`config.mk`:
```
export PLATFORM = sky130hd
export DESIGN_NAME = mini_processor
export DESIGN_NICKNAME = d
export VERILOG_FILES = /design/src/rtl/mini_processor.sv
export SDC_FILE = /design/constraint.sdc
export NUM_CORES = 1
export LEC_CHECK = 0
export BUFFER_PORTS_ARGS = -buffer_cell sky130_fd_sc_hd__buf_2
export CORE_MARGIN = 4
export CORE_UTILIZATION = 48
export DETAILED_ROUTE_END_ITERATION = 8
export GPL_ROUTABILITY_DRIVEN = 0
export PLACE_DENSITY = 0.76
export RECOVER_POWER = 100
export SLEW_MARGIN = 20
export SYNTH_ARGS = -nofsm -noshare
export SYNTH_HDL_FRONTEND = slang
export SYNTH_SLANG_ARGS = --single-unit
```
`constraint.sdc`:
```
create_clock -name clk -period 2.65 [get_ports clk]
set_input_delay 0.3975 -clock clk [delete_from_list [all_inputs] [get_ports clk]]
set_output_delay 0.3975 -clock clk [all_outputs]
set_load 0.05 [all_outputs]
```
`src/rtl/mini_processor.sv`:
```
// Single-cycle 4-bit processor with five registers (r0..r4) and zero/carry flags.
// One 8-bit instruction is decoded and executed per clock when sig_valid is high.
module mini_processor (
  input  logic       clk,
  input  logic       rst_n,
  input  logic [7:0] sig,
  input  logic       sig_valid,
  output logic [3:0] r0,
  output logic [3:0] r1,
  output logic [3:0] r2,
  output logic [3:0] r3,
  output logic [3:0] r4,
  output logic       zero,
  output logic       carry
);

  typedef enum logic [1:0] {
    OP_MOVI = 2'b00,
    OP_MOV  = 2'b01,
    OP_ADD  = 2'b10,
    OP_SUB  = 2'b11
  } opcode_t;

  opcode_t    op;
  logic [2:0] rd;
  logic [2:0] rs_imm;
  logic [3:0] src_val;
  logic [3:0] dst_val;
  logic [4:0] sum5;
  logic [4:0] diff5;
  logic [3:0] result;
  logic       next_carry;

  assign op     = opcode_t'(sig[7:6]);
  assign rd     = sig[5:3];
  assign rs_imm = sig[2:0];

  // Register reads; indices 5..7 read as zero.
  always_comb begin
    src_val = 4'd0;
    case (rs_imm)
      3'd0:    src_val = r0;
      3'd1:    src_val = r1;
      3'd2:    src_val = r2;
      3'd3:    src_val = r3;
      3'd4:    src_val = r4;
      default: src_val = 4'd0;
    endcase
  end

  always_comb begin
    dst_val = 4'd0;
    case (rd)
      3'd0:    dst_val = r0;
      3'd1:    dst_val = r1;
      3'd2:    dst_val = r2;
      3'd3:    dst_val = r3;
      3'd4:    dst_val = r4;
      default: dst_val = 4'd0;
    endcase
  end

  // Zero-extended 5-bit ops: bit 4 is carry-out for ADD and borrow for SUB.
  assign sum5  = {1'b0, dst_val} + {1'b0, src_val};
  assign diff5 = {1'b0, dst_val} - {1'b0, src_val};

  always_comb begin
    result     = 4'd0;
    next_carry = carry;
    case (op)
      OP_MOVI: result = {1'b0, rs_imm};
      OP_MOV:  result = src_val;
      OP_ADD: begin
        result     = sum5[3:0];
        next_carry = sum5[4];
      end
      OP_SUB: begin
        result     = diff5[3:0];
        next_carry = diff5[4];
      end
      default: result = 4'd0;
    endcase
  end

  // Only rd is written; writes to 5..7 are dropped but flags still update.
  always_ff @(posedge clk) begin
    if (!rst_n) begin
      r0    <= 4'd0;
      r1    <= 4'd1;
      r2    <= 4'd2;
      r3    <= 4'd3;
      r4    <= 4'd4;
      zero  <= 1'b0;
      carry <= 1'b0;
    end else if (sig_valid) begin
      case (rd)
        3'd0:    r0 <= result;
        3'd1:    r1 <= result;
        3'd2:    r2 <= result;
        3'd3:    r3 <= result;
        3'd4:    r4 <= result;
        default: ;
      endcase
      zero  <= (result == 4'd0);
      carry <= next_carry;
    end
  end

endmodule

```
-- Word level (Yosys, flattened, before mapping)
Cells that the tools add are included.
- logic and storage cells: 35
- bits in registers: 22
- output and inout port bits: 22
- reduce and logical (&&, ||, !) cells: 11
- add/sub/neg operators: 2
- mux-type cells: 4
- eq/ne operators: 11
- operators with widths (kind ; number):
    4-bit case mux with 5 select lines ; 2
    4-bit case mux with 4 select lines ; 1
    3-bit by 2-bit equality test with 1-bit output, second input constant ; 4
    2-bit AND reduction ; 6
    3-bit by 1-bit equality test with 1-bit output, second input constant ; 2
    3-bit equality test, second input constant ; 2
    3-bit logical NOT ; 2
    4-bit by 4-bit adder with 5-bit output ; 1
    4-bit by 4-bit subtractor with 5-bit output ; 1
    2-bit equality test, second input constant ; 2
    4-bit logical NOT ; 1
    2-bit by 1-bit equality test with 1-bit output, second input constant ; 1
    2-bit logical NOT ; 1
    1-bit case mux with 2 select lines ; 1
    2-bit nonzero test ; 1

-- Logic depth before layout (Yosys ltp)
- depth in word-level cells: 5
- mapped depth: 12

-- Least setup slack after synthesis
No wires, ideal clock.
- path kind: input-to-reg
- start: input sig[4]
- end: register r0[3]
- required time: 2.513 ns
- arrival: 2.595 ns
- slack: -0.082 ns
- buffers on the path: 1
- stages on the path: 10
- path through: buf_1 -> mux4_2 -> inv_1 -> o21ai_0 -> ha_1 -> nor2_1 -> a221oi_2 -> mux2i_1 -> a2111oi_4 -> a211oi_1
- longest elaborated chain between the ends: 4
- elaborated cells between the ends (all ways): 10
- classes of those cells: 2 x add/sub; 4 x eq/ne; 2 x mux; 2 x reduce/logical
- ends and longest elaborated chain (what ; line ; source):
    start: declaration ; 6 ; input logic [7:0] sig,
    3-bit equality test (tied with other cells) ; 53 ; case (rd)
    4-bit case mux with 5 select lines ; 53 ;
    4-bit by 4-bit subtractor with 5-bit output / 4-bit by 4-bit adder with 5-bit output (equally long branches) ; 65, 64 ;
    4-bit case mux with 4 select lines ; 70 ; case (op)
    end signal: assignment ; 97 ; 3'd0: r0 <= result;
    end: declaration ; 8 ; output logic [3:0] r0,
Parallel ways exist; a longest one is shown, timed or not.
A chain may end at the register's enable or synchronous reset.

-- Final worst setup path
- start: register r0[2]
- end: register r3[3]
- longest elaborated chain between the ends: 3
- elaborated cells between the ends (all ways): 5
- classes of those cells: 2 x add/sub; 3 x mux
- ends and longest elaborated chain (what ; line ; source):
    4-bit case mux with 5 select lines (on tied branches) ; 53, 41 ;
    4-bit by 4-bit subtractor with 5-bit output / 4-bit by 4-bit adder with 5-bit output (equally long branches) ; 65, 64 ;
    4-bit case mux with 4 select lines * ; 70 ;
    end signal: assignment ; 100 ; 3'd3: r3 <= result;
    end: declaration ; 11 ; output logic [3:0] r3,
Mark *: on every way between the ends. The rest lies on a longest branch, timed or not.

==> metrics <==
Hold Path Class=in -> reg; Worst path slowest cell=mux4_2; clock tree sinks=22; synthesized area=1670 um2; placed cell area=2010 um2; FILL cells=318; Setup crit end kind=flip-flop; worst vdd ir=0.268 mV; min Tclk post-route=2580 ps; most common cell after layout, fill and taps aside=nand2_1; sequential share of power=43.4%; Least-Margin Pin Slew=591 ps; Final Worst Setup Slack=68.8 ps; Synth Instances=212; Post-synth EDFFs=0; Die W=67.0 um; Syn-to-layout area delta=25.0%; DIE AREA=4490 um2; CTS tree=built; internal power=0.528 mW; CP required=2870 ps; status=complete, no violations; max cap viols=0; Sw Pwr=0.284 mW; largest family of logic cells by synthesized area=simple AND/OR/NAND/NOR gates; number of diodes=0; worst hold start=rst_n; final setup violation count=0; critical path's largest stage delay=450 ps; XOR/XNOR share of the synthesized area=0.524%; most frequent cells in the layout=nand2_1, clkbuf_1, buf_4, nor2_1, dfxtp_1; largest net degree at the start of global routing=18; wire length per cell=15.4 um; area taken by multi-input logic gates=1170 um2; port bufs=32; fin nets=283; Most common cell on crit path=inv_1; Reg area=448 um2; vias=1765; htree depth=1; Final Slew Violations=0; worst path arrival time=2800 ps; post-synthesis simple-gate area fraction=24.9%; Synth Area in Compound Gates=22.3%; met2 wire length=2.31 mm; WHS Endpoint=r4[2]$_SDFFE_PN1P_; Fin Hold WS=343 ps; relative slew slack=60.2%; synth top area cells=dfxtp_1, mux2i_1, ha_1; antenna viol nets, final=0; clk_skew=2.22 ps; cells along the critical path=mux4_2 > inv_1 > o21ai_2 > ha_1 > inv_1 > a221oi_2 > mux2i_1 > a2111oi_4 > buf_6 > a211oi_2; number of global-route vias before repair=1591; antenna violations before repair=0; PD cells=389 nW/um2; Switching Share=35.0%; I/O Pins=33; area share of the leading cell type in the synthesized netlist=26.3%; Worst R2R Start=r0[2]$_SDFFE_PN0P_; Via-to-Cell Ratio=5.75; Worst-Skew Late Latency=300 ps; Chip Height=67.0 um; max layer used=met4; Cell variety after synth=47; WHS Path Cells=2; post-synthesis register bit count=22; CP Launch Type=flip-flop; Final period util=97.4%; first-pass GRT wire length=7.46 mm; GRT Resource Usage Total=21.9%; reg2reg setup slack=70 ps; Mapped Nets=233; row count=21; placeable core area=3340 um2; adder-cell share of the synthesized area=8.38%; WL met3=286 um; Post-CTS Hold Buffers=0; drt drc=0; Lkg Pwr=0.888 nW; clock power share=22.6%; syn_area_per_cell=7.88 um2; DR iter-0 viols=90; DRT met1 WL=2.02 mm; Yosys top cell by area=dfxtp_1; Crit Path Class=reg -> reg; R2R depth=10; multiplexer share of the synthesized area=11.8%; top fanout value on the critical path=6; gr ovfl total=0; Gate power share=33.9%; Longest Clk Path Bufs=2; DP Worst Slack=-236 ps; Pre-antenna DRT Iters=4; Post-synth ARST share=0%; Max Freq=387 MHz; Seq/Total Area, Yosys=26.3%; layout cell share with drive strength beyond 1=21.8%; cell area after layout=2090 um2; routed wire length=4.72 mm; Clk pin slew, worst setup/hold paths=120 ps; reg-to-reg endpoint=r3[3]$_SDFFE_PN0P_; Final Hold Viols=0; yosys warns=0; initial core utilization=50.1%; final setup TNS=0 ps; CTS buffer count=3; dominant synthesized flop cell=dfxtp_1; Post-DP HPWL=3.69 mm; CTS Root Cell=clkbuf_4
==> cells in the mapped netlist (2+ instances only) <==
| cell type | number |
|---|---|
| a211oi_1 | 8 |
| nand4bb_1 | 2 |
| nand2b_1 | 4 |
| fa_1 | 2 |
| buf_1 | 3 |
| mux4_2 | 2 |
| o211ai_1 | 5 |
| a211o_1 | 2 |
| inv_1 | 12 |
| nor3_1 | 3 |
| clkbuf_1 | 4 |
| o21ai_0 | 9 |
| ha_1 | 8 |
| o21ai_1 | 3 |
| nor2b_1 | 5 |
| mux2i_1 | 14 |
| nor2_1 | 18 |
| dfxtp_1 | 22 |
| or2_1 | 2 |
| a21oi_1 | 15 |
| buf_2 | 3 |
| nand3_1 | 14 |
| and3_1 | 2 |
| or2_2 | 2 |
| nand2_1 | 26 |
==> kinds of logic after synthesis <==
| family | count (synthesis) |
|---|---|
| multiplexers | 17 |
| AND/OR/NAND/NOR | 84 |
| XOR/XNOR | 1 |
| buffers and inverters | 24 |
| adder cells (fa/ha/maj) | 10 |
| flip-flops | 22 |
| AO/OA/AOI/OAI | 54 |
==> power by group through the flow <==
stage | Sequential (mW) | Clock (mW) | Combinational, mW
detailed placement | 0.361 | 0 | 0.262
global placement | 0.360 | 0 | 0.258
global route | 0.355 | 0.200 | 0.301
CTS | 0.353 | 0.185 | 0.263
finish | 0.353 | 0.184 | 0.276
floorplan | 0.397 | 0 | 0.140
==> per-layer routing <==
metal / global-route usage (%) / up-vias
li1: - / 856
met1: 28.9 / 833
met2: 37.3 / 65
met3: 2.19 / 11
met4: 6.08 / 0
met5: 0 / -
==> worst max-delay path: cells and delay by family, from the launching register on <==
kind	cells	cell delay, ps
multiplexers	2	780
AO/OA/AOI/OAI	4	660
adder cells (fa/ha/maj)	1	380
flip-flops	1	370
buffers and inverters	3	300
==> worst max path at each step <==
stage / end / start / slack (ps) / cells past startpoint
floorplan: zero$_SDFFE_PN0P_ / r2[0]$_SDFFE_PN0P_ / 40 / 11
global placement: r1[3]$_SDFFE_PN0P_ / sig[3] / -160 / 10
detailed placement: r3[3]$_SDFFE_PN0P_ / sig[3] / -240 / 10
CTS: r3[3]$_SDFFE_PN0P_ / r0[2]$_SDFFE_PN0P_ / 4 / 9
global route: r3[3]$_SDFFE_PN0P_ / r4[1]$_SDFFE_PN0P_ / -50 / 11
finish: r3[3]$_SDFFE_PN0P_ / r0[2]$_SDFFE_PN0P_ / 70 / 10
==> area by class of cell <==
cell class              count  area share, %
multi-input cells         166           56.2
flip-flops and latches     22           21.4
clock buffers               4           1.74
inverters                  13           2.34
well taps                  46           2.75
repair buffers             56           15.6
==> per-stage QoR <==
step / utilization [%] / instances / total power [mW]
global placement: 60.4 / 300 / 0.619
CTS: 61.5 / 304 / 0.801
global route: 62.6 / 307 / 0.855
detailed placement: 60.4 / 300 / 0.623
finish: 62.6 / 307 / 0.812
floorplan: - / 212 / 0.538
==> registers in the layout, indices dropped and copies added (netlist names) <==
signal,cells
r2,4
r3,4
r1,4
carry,1
r0,4
zero,1
r4,4
==> repair_timing <==
| item | in CTS | in global routing |
|---|---|---|
| endpoints found under the setup margin | 0 | 11 |
| buffers inserted | 0 | 3 |
| resized for setup | 0 | 14 |
(Power assumes the default switching activity.)
